## config.mk

```make
export PLATFORM = sky130hd
export DESIGN_NAME = reg_bank_ctrl
export DESIGN_NICKNAME = d
export VERILOG_FILES = /design/src/rtl/reg_bank_ctrl_pkg.sv /design/src/rtl/reg_bank_ctrl_sel_dec.sv /design/src/rtl/reg_bank_ctrl.sv
export SDC_FILE = /design/constraint.sdc
export NUM_CORES = 1
export LEC_CHECK = 0
export ABC_AREA = 1
export CAP_MARGIN = 20
export CORE_MARGIN = 2
export CORE_UTILIZATION = 47
export CTS_CLUSTER_DIAMETER = 120
export DETAILED_ROUTE_END_ITERATION = 12
export PLACE_DENSITY = 0.81
export SLEW_MARGIN = 10
export SYNTH_ARGS = -nofsm -noshare
export SYNTH_HDL_FRONTEND = slang
export SYNTH_HIERARCHICAL = 1
export SYNTH_SLANG_ARGS = --single-unit
```

## constraint.sdc

```tcl
create_clock -name clk -period 2.3 [get_ports clk]
set_input_delay 0.46 -clock clk [delete_from_list [all_inputs] [get_ports clk]]
set_output_delay 0.46 -clock clk [all_outputs]
set_load 0.05 [all_outputs]
```

## src/rtl/reg_bank_ctrl_pkg.sv

```systemverilog
// Shared types and defaults for the register-bank access controller.
//
// Contents:
//   DEF_WIDTH / DEF_NREG : default data width and register count
//   op_e                 : command opcode encoding carried on cmd_op
//   state_e              : controller sequencing states
package reg_bank_pkg;

  localparam int DEF_WIDTH = 16;
  localparam int DEF_NREG  = 8;

  typedef enum logic [1:0] {
    OP_NOP   = 2'd0,
    OP_WRITE = 2'd1,
    OP_READ  = 2'd2,
    OP_COPY  = 2'd3
  } op_e;

  typedef enum logic [2:0] {
    ST_IDLE = 3'd0,
    ST_WR   = 3'd1,
    ST_RD   = 3'd2,
    ST_CAP  = 3'd3,
    ST_RSP  = 3'd4,
    ST_CPW  = 3'd5
  } state_e;

endpackage

```

## src/rtl/reg_bank_ctrl_sel_dec.sv

```systemverilog
// reg_sel_dec: register index to one-hot select decoder.
//
// Ports:
//   idx_i : register index (IW bits)
//   en_i  : select enable
//   sel_o : NREG-bit one-hot select; all-zero when en_i is low or idx_i >= NREG
//
// An index at or beyond NREG matches no bit position, so out-of-range
// accesses fall out of the decode without a separate range check.
module reg_sel_dec #(
  parameter int NREG = 8,
  parameter int IW   = $clog2(NREG)
) (
  input  logic [IW-1:0]   idx_i,
  input  logic            en_i,
  output logic [NREG-1:0] sel_o
);

  for (genvar gi = 0; gi < NREG; gi++) begin : g_sel
    assign sel_o[gi] = en_i && (idx_i == IW'(gi));
  end

endmodule

```

## src/rtl/reg_bank_ctrl.sv

```systemverilog
// reg_bank_ctrl: command-driven access controller for a bank of NREG
// REG_16-style registers.
//
// Accepts command beats (NOP / WRITE / READ / COPY), drives per-register
// one-hot W / RA / RB strobes and write data I, samples the shared OutA /
// OutB buses and returns READ results through a valid/ready response.
//
// Ports:
//   clk, rst                  : clock, synchronous active-high reset
//   cmd_valid / cmd_ready     : command handshake (ready only when idle)
//   cmd_op, cmd_dst, cmd_srca, cmd_srcb, cmd_data : command fields
//   W, RA, RB                 : one-hot write / read-A / read-B strobes
//   I                         : write data to the bank (0 when W is idle)
//   OutA, OutB                : shared read buses from the bank
//   rsp_valid / rsp_ready     : READ response handshake
//   rsp_a, rsp_b              : captured read data
//   err (REG_BANK_CTRL_ERR_EN only) : one-cycle pulse, the cycle after
//                               acceptance, when the op uses an index >= NREG
//
// Optional feature macro: REG_BANK_CTRL_ERR_EN adds the err output.
module reg_bank_ctrl
  import reg_bank_pkg::*;
#(
  parameter int NREG  = DEF_NREG,
  parameter int WIDTH = DEF_WIDTH,
  parameter int IW    = $clog2(NREG)
) (
  input  logic             clk,
  input  logic             rst,
  input  logic             cmd_valid,
  output logic             cmd_ready,
  input  logic [1:0]       cmd_op,
  input  logic [IW-1:0]    cmd_dst,
  input  logic [IW-1:0]    cmd_srca,
  input  logic [IW-1:0]    cmd_srcb,
  input  logic [WIDTH-1:0] cmd_data,
  output logic [NREG-1:0]  W,
  output logic [NREG-1:0]  RA,
  output logic [NREG-1:0]  RB,
  output logic [WIDTH-1:0] I,
  input  logic [WIDTH-1:0] OutA,
  input  logic [WIDTH-1:0] OutB,
`ifdef REG_BANK_CTRL_ERR_EN
  output logic             err,
`endif
  output logic             rsp_valid,
  input  logic             rsp_ready,
  output logic [WIDTH-1:0] rsp_a,
  output logic [WIDTH-1:0] rsp_b
);

  state_e            state_q, state_d;
  op_e               op_q, op_d;
  logic [IW-1:0]     dst_q, dst_d;
  logic [IW-1:0]     srca_q, srca_d;
  logic [IW-1:0]     srcb_q, srcb_d;
  logic [WIDTH-1:0]  data_q, data_d;
  // COPY source value, kept apart from rsp_a so a COPY never disturbs the
  // last READ response.
  logic [WIDTH-1:0]  cpy_q, cpy_d;
  logic [WIDTH-1:0]  rsp_a_q, rsp_a_d;
  logic [WIDTH-1:0]  rsp_b_q, rsp_b_d;

  logic              w_en, ra_en, rb_en;

  // Next-state and field capture.
  always_comb begin
    state_d = state_q;
    op_d    = op_q;
    dst_d   = dst_q;
    srca_d  = srca_q;
    srcb_d  = srcb_q;
    data_d  = data_q;
    cpy_d   = cpy_q;
    rsp_a_d = rsp_a_q;
    rsp_b_d = rsp_b_q;
    case (state_q)
      ST_IDLE: begin
        if (cmd_valid) begin
          op_d   = op_e'(cmd_op);
          dst_d  = cmd_dst;
          srca_d = cmd_srca;
          srcb_d = cmd_srcb;
          data_d = cmd_data;
          case (op_e'(cmd_op))
            OP_WRITE:         state_d = ST_WR;
            OP_READ, OP_COPY: state_d = ST_RD;
            default:          state_d = ST_IDLE;
          endcase
        end
      end
      ST_WR:  state_d = ST_IDLE;
      ST_RD:  state_d = ST_CAP;
      ST_CAP: begin
        // The read strobes have been up for two cycles; the bank buses
        // are settled and sampled on the edge that leaves CAP.
        if (op_q == OP_READ) begin
          rsp_a_d = OutA;
          rsp_b_d = OutB;
          state_d = ST_RSP;
        end else begin
          cpy_d   = OutA;
          state_d = ST_CPW;
        end
      end
      ST_RSP: if (rsp_ready) state_d = ST_IDLE;
      ST_CPW: state_d = ST_IDLE;
      default: state_d = ST_IDLE;
    endcase
  end

  always_ff @(posedge clk) begin
    if (rst) begin
      state_q <= ST_IDLE;
      op_q    <= OP_NOP;
      dst_q   <= '0;
      srca_q  <= '0;
      srcb_q  <= '0;
      data_q  <= '0;
      cpy_q   <= '0;
      rsp_a_q <= '0;
      rsp_b_q <= '0;
    end else begin
      state_q <= state_d;
      op_q    <= op_d;
      dst_q   <= dst_d;
      srca_q  <= srca_d;
      srcb_q  <= srcb_d;
      data_q  <= data_d;
      cpy_q   <= cpy_d;
      rsp_a_q <= rsp_a_d;
      rsp_b_q <= rsp_b_d;
    end
  end

  // Strobe enables. Write states and read states are disjoint, so W can
  // never coincide with RA or RB.
  assign w_en  = (state_q == ST_WR) || (state_q == ST_CPW);
  assign ra_en = (state_q == ST_RD) || (state_q == ST_CAP);
  assign rb_en = ra_en && (op_q == OP_READ);

  reg_sel_dec #(.NREG(NREG), .IW(IW)) u_w_dec (
    .idx_i (dst_q),
    .en_i  (w_en),
    .sel_o (W)
  );

  reg_sel_dec #(.NREG(NREG), .IW(IW)) u_ra_dec (
    .idx_i (srca_q),
    .en_i  (ra_en),
    .sel_o (RA)
  );

  reg_sel_dec #(.NREG(NREG), .IW(IW)) u_rb_dec (
    .idx_i (srcb_q),
    .en_i  (rb_en),
    .sel_o (RB)
  );

  // Gate I on the decoded strobe so a suppressed (out-of-range) write
  // also leaves the data bus at zero.
  assign I = (|W) ? ((state_q == ST_WR) ? data_q : cpy_q) : '0;

  assign cmd_ready = (state_q == ST_IDLE);
  assign rsp_valid = (state_q == ST_RSP);
  assign rsp_a     = rsp_a_q;
  assign rsp_b     = rsp_b_q;

`ifdef REG_BANK_CTRL_ERR_EN
  localparam logic [IW:0] NREG_W = (IW+1)'(NREG);

  logic err_q, err_d;

  function automatic logic oob(input logic [IW-1:0] idx);
    return {1'b0, idx} >= NREG_W;
  endfunction

  // Only the indices the accepted op actually uses are checked.
  always_comb begin
    err_d = 1'b0;
    if (cmd_valid && cmd_ready) begin
      case (op_e'(cmd_op))
        OP_WRITE: err_d = oob(cmd_dst);
        OP_READ:  err_d = oob(cmd_srca) || oob(cmd_srcb);
        OP_COPY:  err_d = oob(cmd_srca) || oob(cmd_dst);
        default:  err_d = 1'b0;
      endcase
    end
  end

  always_ff @(posedge clk) begin
    if (rst) err_q <= 1'b0;
    else     err_q <= err_d;
  end

  assign err = err_q;
`endif

endmodule

```

==> run_results.csv <==
group,metric,value,unit
yosys,ys_ff_latch,78,
sta,min_period,2.27,ns
yosys,synth_top_cells_by_count,"nor2_1, nand2_1, inv_1",
yosys,synth.most_common_cell,"nor2_1",
placed_design,hpwl,8.27,mm
clock_tree,cts_buffer_depth,2,
finish,antennaDiodeCount,0,
setup_path,crit_end,"I[9]",
job,max_cap_viol_count,0,
sta,rsz0062_at_grt,"yes",
clock_tree,cts_tree,"built",
placed_design,port_buffers,136,
placed_design,finalWeightedCongestion,0.867,
detailed_routing,drtPass1Iterations,4,
power,power_density,477,mW/mm^2
placed_design,pre_cts_ws,0.313,ns
sta,skew,0.0123,ns
setup_path,startpoint_type,"flip-flop",
yosys,synthesis.nets,734,
finish,syn_to_final_growth,50.1,%
yosys,yosys_warnings,6,
detailed_routing,postRouteAntennaNets,0,
floorplan,placementRows,34,
sta,final.period_utilization,0.988,
yosys,syn_area,0.00423,mm^2
grt,grt_pass1_vias,4285,
finish,fin_nets,855,
floorplan,dieArea,0.00978,mm^2
hold_path,min_from,"rsp_b[8]$_SDFFE_PP0P_",
yosys,yosysTopAreaCell,"dfxtp_1",
floorplan,chipWidth,98.9,um
yosys,synthFlopType,"dfxtp_1",
detailed_routing,drt_iter0_markers,211,
clock_tree,clkTransAtPathRegs,0.09,ns
yosys,synthArstFlopShare,0,
clock_tree,cts_made_buffers,9,
sta,final-setup-viol-count,0,
detailed_routing,vias,4413,
detailed_routing,via_per_inst,4.88,
yosys,ys_seq_area_frac,0.369,
sta,drv_slew,0,
yosys,yosys.area.top_type_share,0.369,
setup_path,setup.worst_path.end_class,"output port",
detailed_routing,drcViolationCount,0,
setup_path,r2r_slack,0.61,ns
setup_path,worst_r2r_startpoint,"state_q[0]$_SDFFE_PP0P_",
sta,slew_headroom,0.633,
clock_tree,clock_latency,0.35,ns
grt,grt_usage,0.242,
sta,tightest_slew,0.549,ns
grt,grt_pass1_wl,19.7,mm
grt,grt_max_degree,60,
grt,antenna_found_initial,0,
floorplan,num_io_pins,137,
outcome,outcome,"finished, final reports clean",
setup_path,required,1.84,ns
yosys,synth_cell_types,23,
yosys,synth-edff-count,0,
detailed_routing,wl,11.5,mm
sta,fmax,440,MHz
setup_path,criticalPathCategory,"reg2out",
setup_path,startpoint,"state_q[1]$_SDFFE_PP0P_",
setup_path,arrival,1.81,ns
setup_path,cp_max_fo,8,
clock_tree,cts_max_level,3,
power,ir_drop,0.000296,V
grt,grt_overflow_total,0,
floorplan,initial_utilization,0.485,
yosys,synthTopCellsByArea,"dfxtp_1, nor2_1, nand2_1, inv_1, nand4_1",
setup_path,reg2reg_to,"srca_q[0]$_SDFFE_PP0P_",
yosys,syn_area_per_cell,6.31,um^2
finish,drive_gt1_frac,0.164,
finish,nFillCells,691,
sta,setup_tns,0,ns
setup_path,reg2reg_depth,6,
clock_tree,clock-root-buffer,"clkbuf_8",
clock_tree,cts.sinks,78,
floorplan,core_area,0.00872,mm^2
detailed_routing,wl_per_cell,12.7,um
sta,fin_ws,0.0273,ns
hold_path,hold_class,"reg2reg",
yosys,synth_cells,671,
floorplan,fp.dieH,98.9,um
power,leakage,0.00284,uW
sta,finalHoldViolCount,0,
cells in the final DEF, fill, tap and decap left out, drive strengths merged:
cell,count
nor2,162
nand2,142
inv,130
clkdlybuf4s50,94
dfxtp,78
buf,57
nand3,54
nand4,43
a21oi,18
clkbuf,10
nor3,3
clkinv,2
o21ai,1
or2,1
nand3b,1
clkinvlp,1
report_power, final:
part,total [uW],switching (uW),internal (uW)
sequential,1450,42.9,1410
combinational,630,371,259
clock,953,546,407
cell type report:
| class | instances | area, um^2 | area share |
|---|---|---|---|
| Clock inverter | 7 | 55.1 | 0.00867 |
| Clock buffer | 9 | 124 | 0.0195 |
| Multi-Input combinational cell | 425 | 2200 | 0.346 |
| Inverter | 126 | 488 | 0.0768 |
| Tap cell | 108 | 135 | 0.0213 |
| Sequential cell | 78 | 1570 | 0.247 |
| Timing Repair Buffer | 152 | 1780 | 0.281 |
flip-flops by register name (all words and copies together) (netlist names):
name     flops
dst_q        3
srcb_q       3
rsp_b       16
data_q      16
op_q         2
rsp_a       16
state_q      3
srca_q       3
cpy_q       16
metal layers:
metal	wire, um	GRT usage	share of wire
met1	4890	0.301	0.43
met2	5490	0.405	0.48
met3	785	0.0645	0.069
met4	289	0.0801	0.025
met5	0	0	0
per-stage QoR:
step                      power, uW  cell area, um^2   util  std cells  hold WS [ns]
final                          3030             6350  0.728        905         0.488
after CTS                      3060             6320  0.725        904         0.489
after detailed placement       2080             5980  0.686        885         0.472
after global routing           3200             6350  0.728        905         0.507
after global placement         2060             5980  0.686        885         0.463
after floorplan                1870             4480      -        671         0.454
cell families after synthesis:
logic type / synth area share
buf+inv: 0.181
simple gates: 0.427
flops: 0.369
compound gates: 0.0225
critical path: stages (launching register included):
cell and delay [ns]:
dfxtp_2 0.36, inv_4 0.05, nand2_4 0.07, inv_6 0.05, nand2_8 0.09, nor2_4 0.05
nor2_1 0.10, nand2_1 0.09, nor2_4 0.21, clkbuf_16 0.22, a21oi_4 0.04, buf_6 0.15
timing repair:
item	in CTS	in global routing
buffers inserted	2	1
cloned	1	0
hold buffers	0	0
pin swaps	4	3
setup endpoints to repair	19	27
gates resized for setup	32	8
worst min-delay path by stage:
| stage | cells past startpoint | endpoint | slack, ns |
|---|---|---|---|
| after detailed placement | 2 | rsp_b[4]$_SDFFE_PP0P_ | 0.47 |
| after floorplan | 2 | cpy_q[10]$_SDFFE_PP0P_ | 0.45 |
| final | 2 | rsp_b[8]$_SDFFE_PP0P_ | 0.49 |
| after global placement | 2 | rsp_b[15]$_SDFFE_PP0P_ | 0.46 |
| after CTS | 2 | rsp_b[7]$_SDFFE_PP0P_ | 0.49 |
| after global routing | 2 | rsp_a[3]$_SDFFE_PP0P_ | 0.51 |
Power figures use the tool's default switching activity.
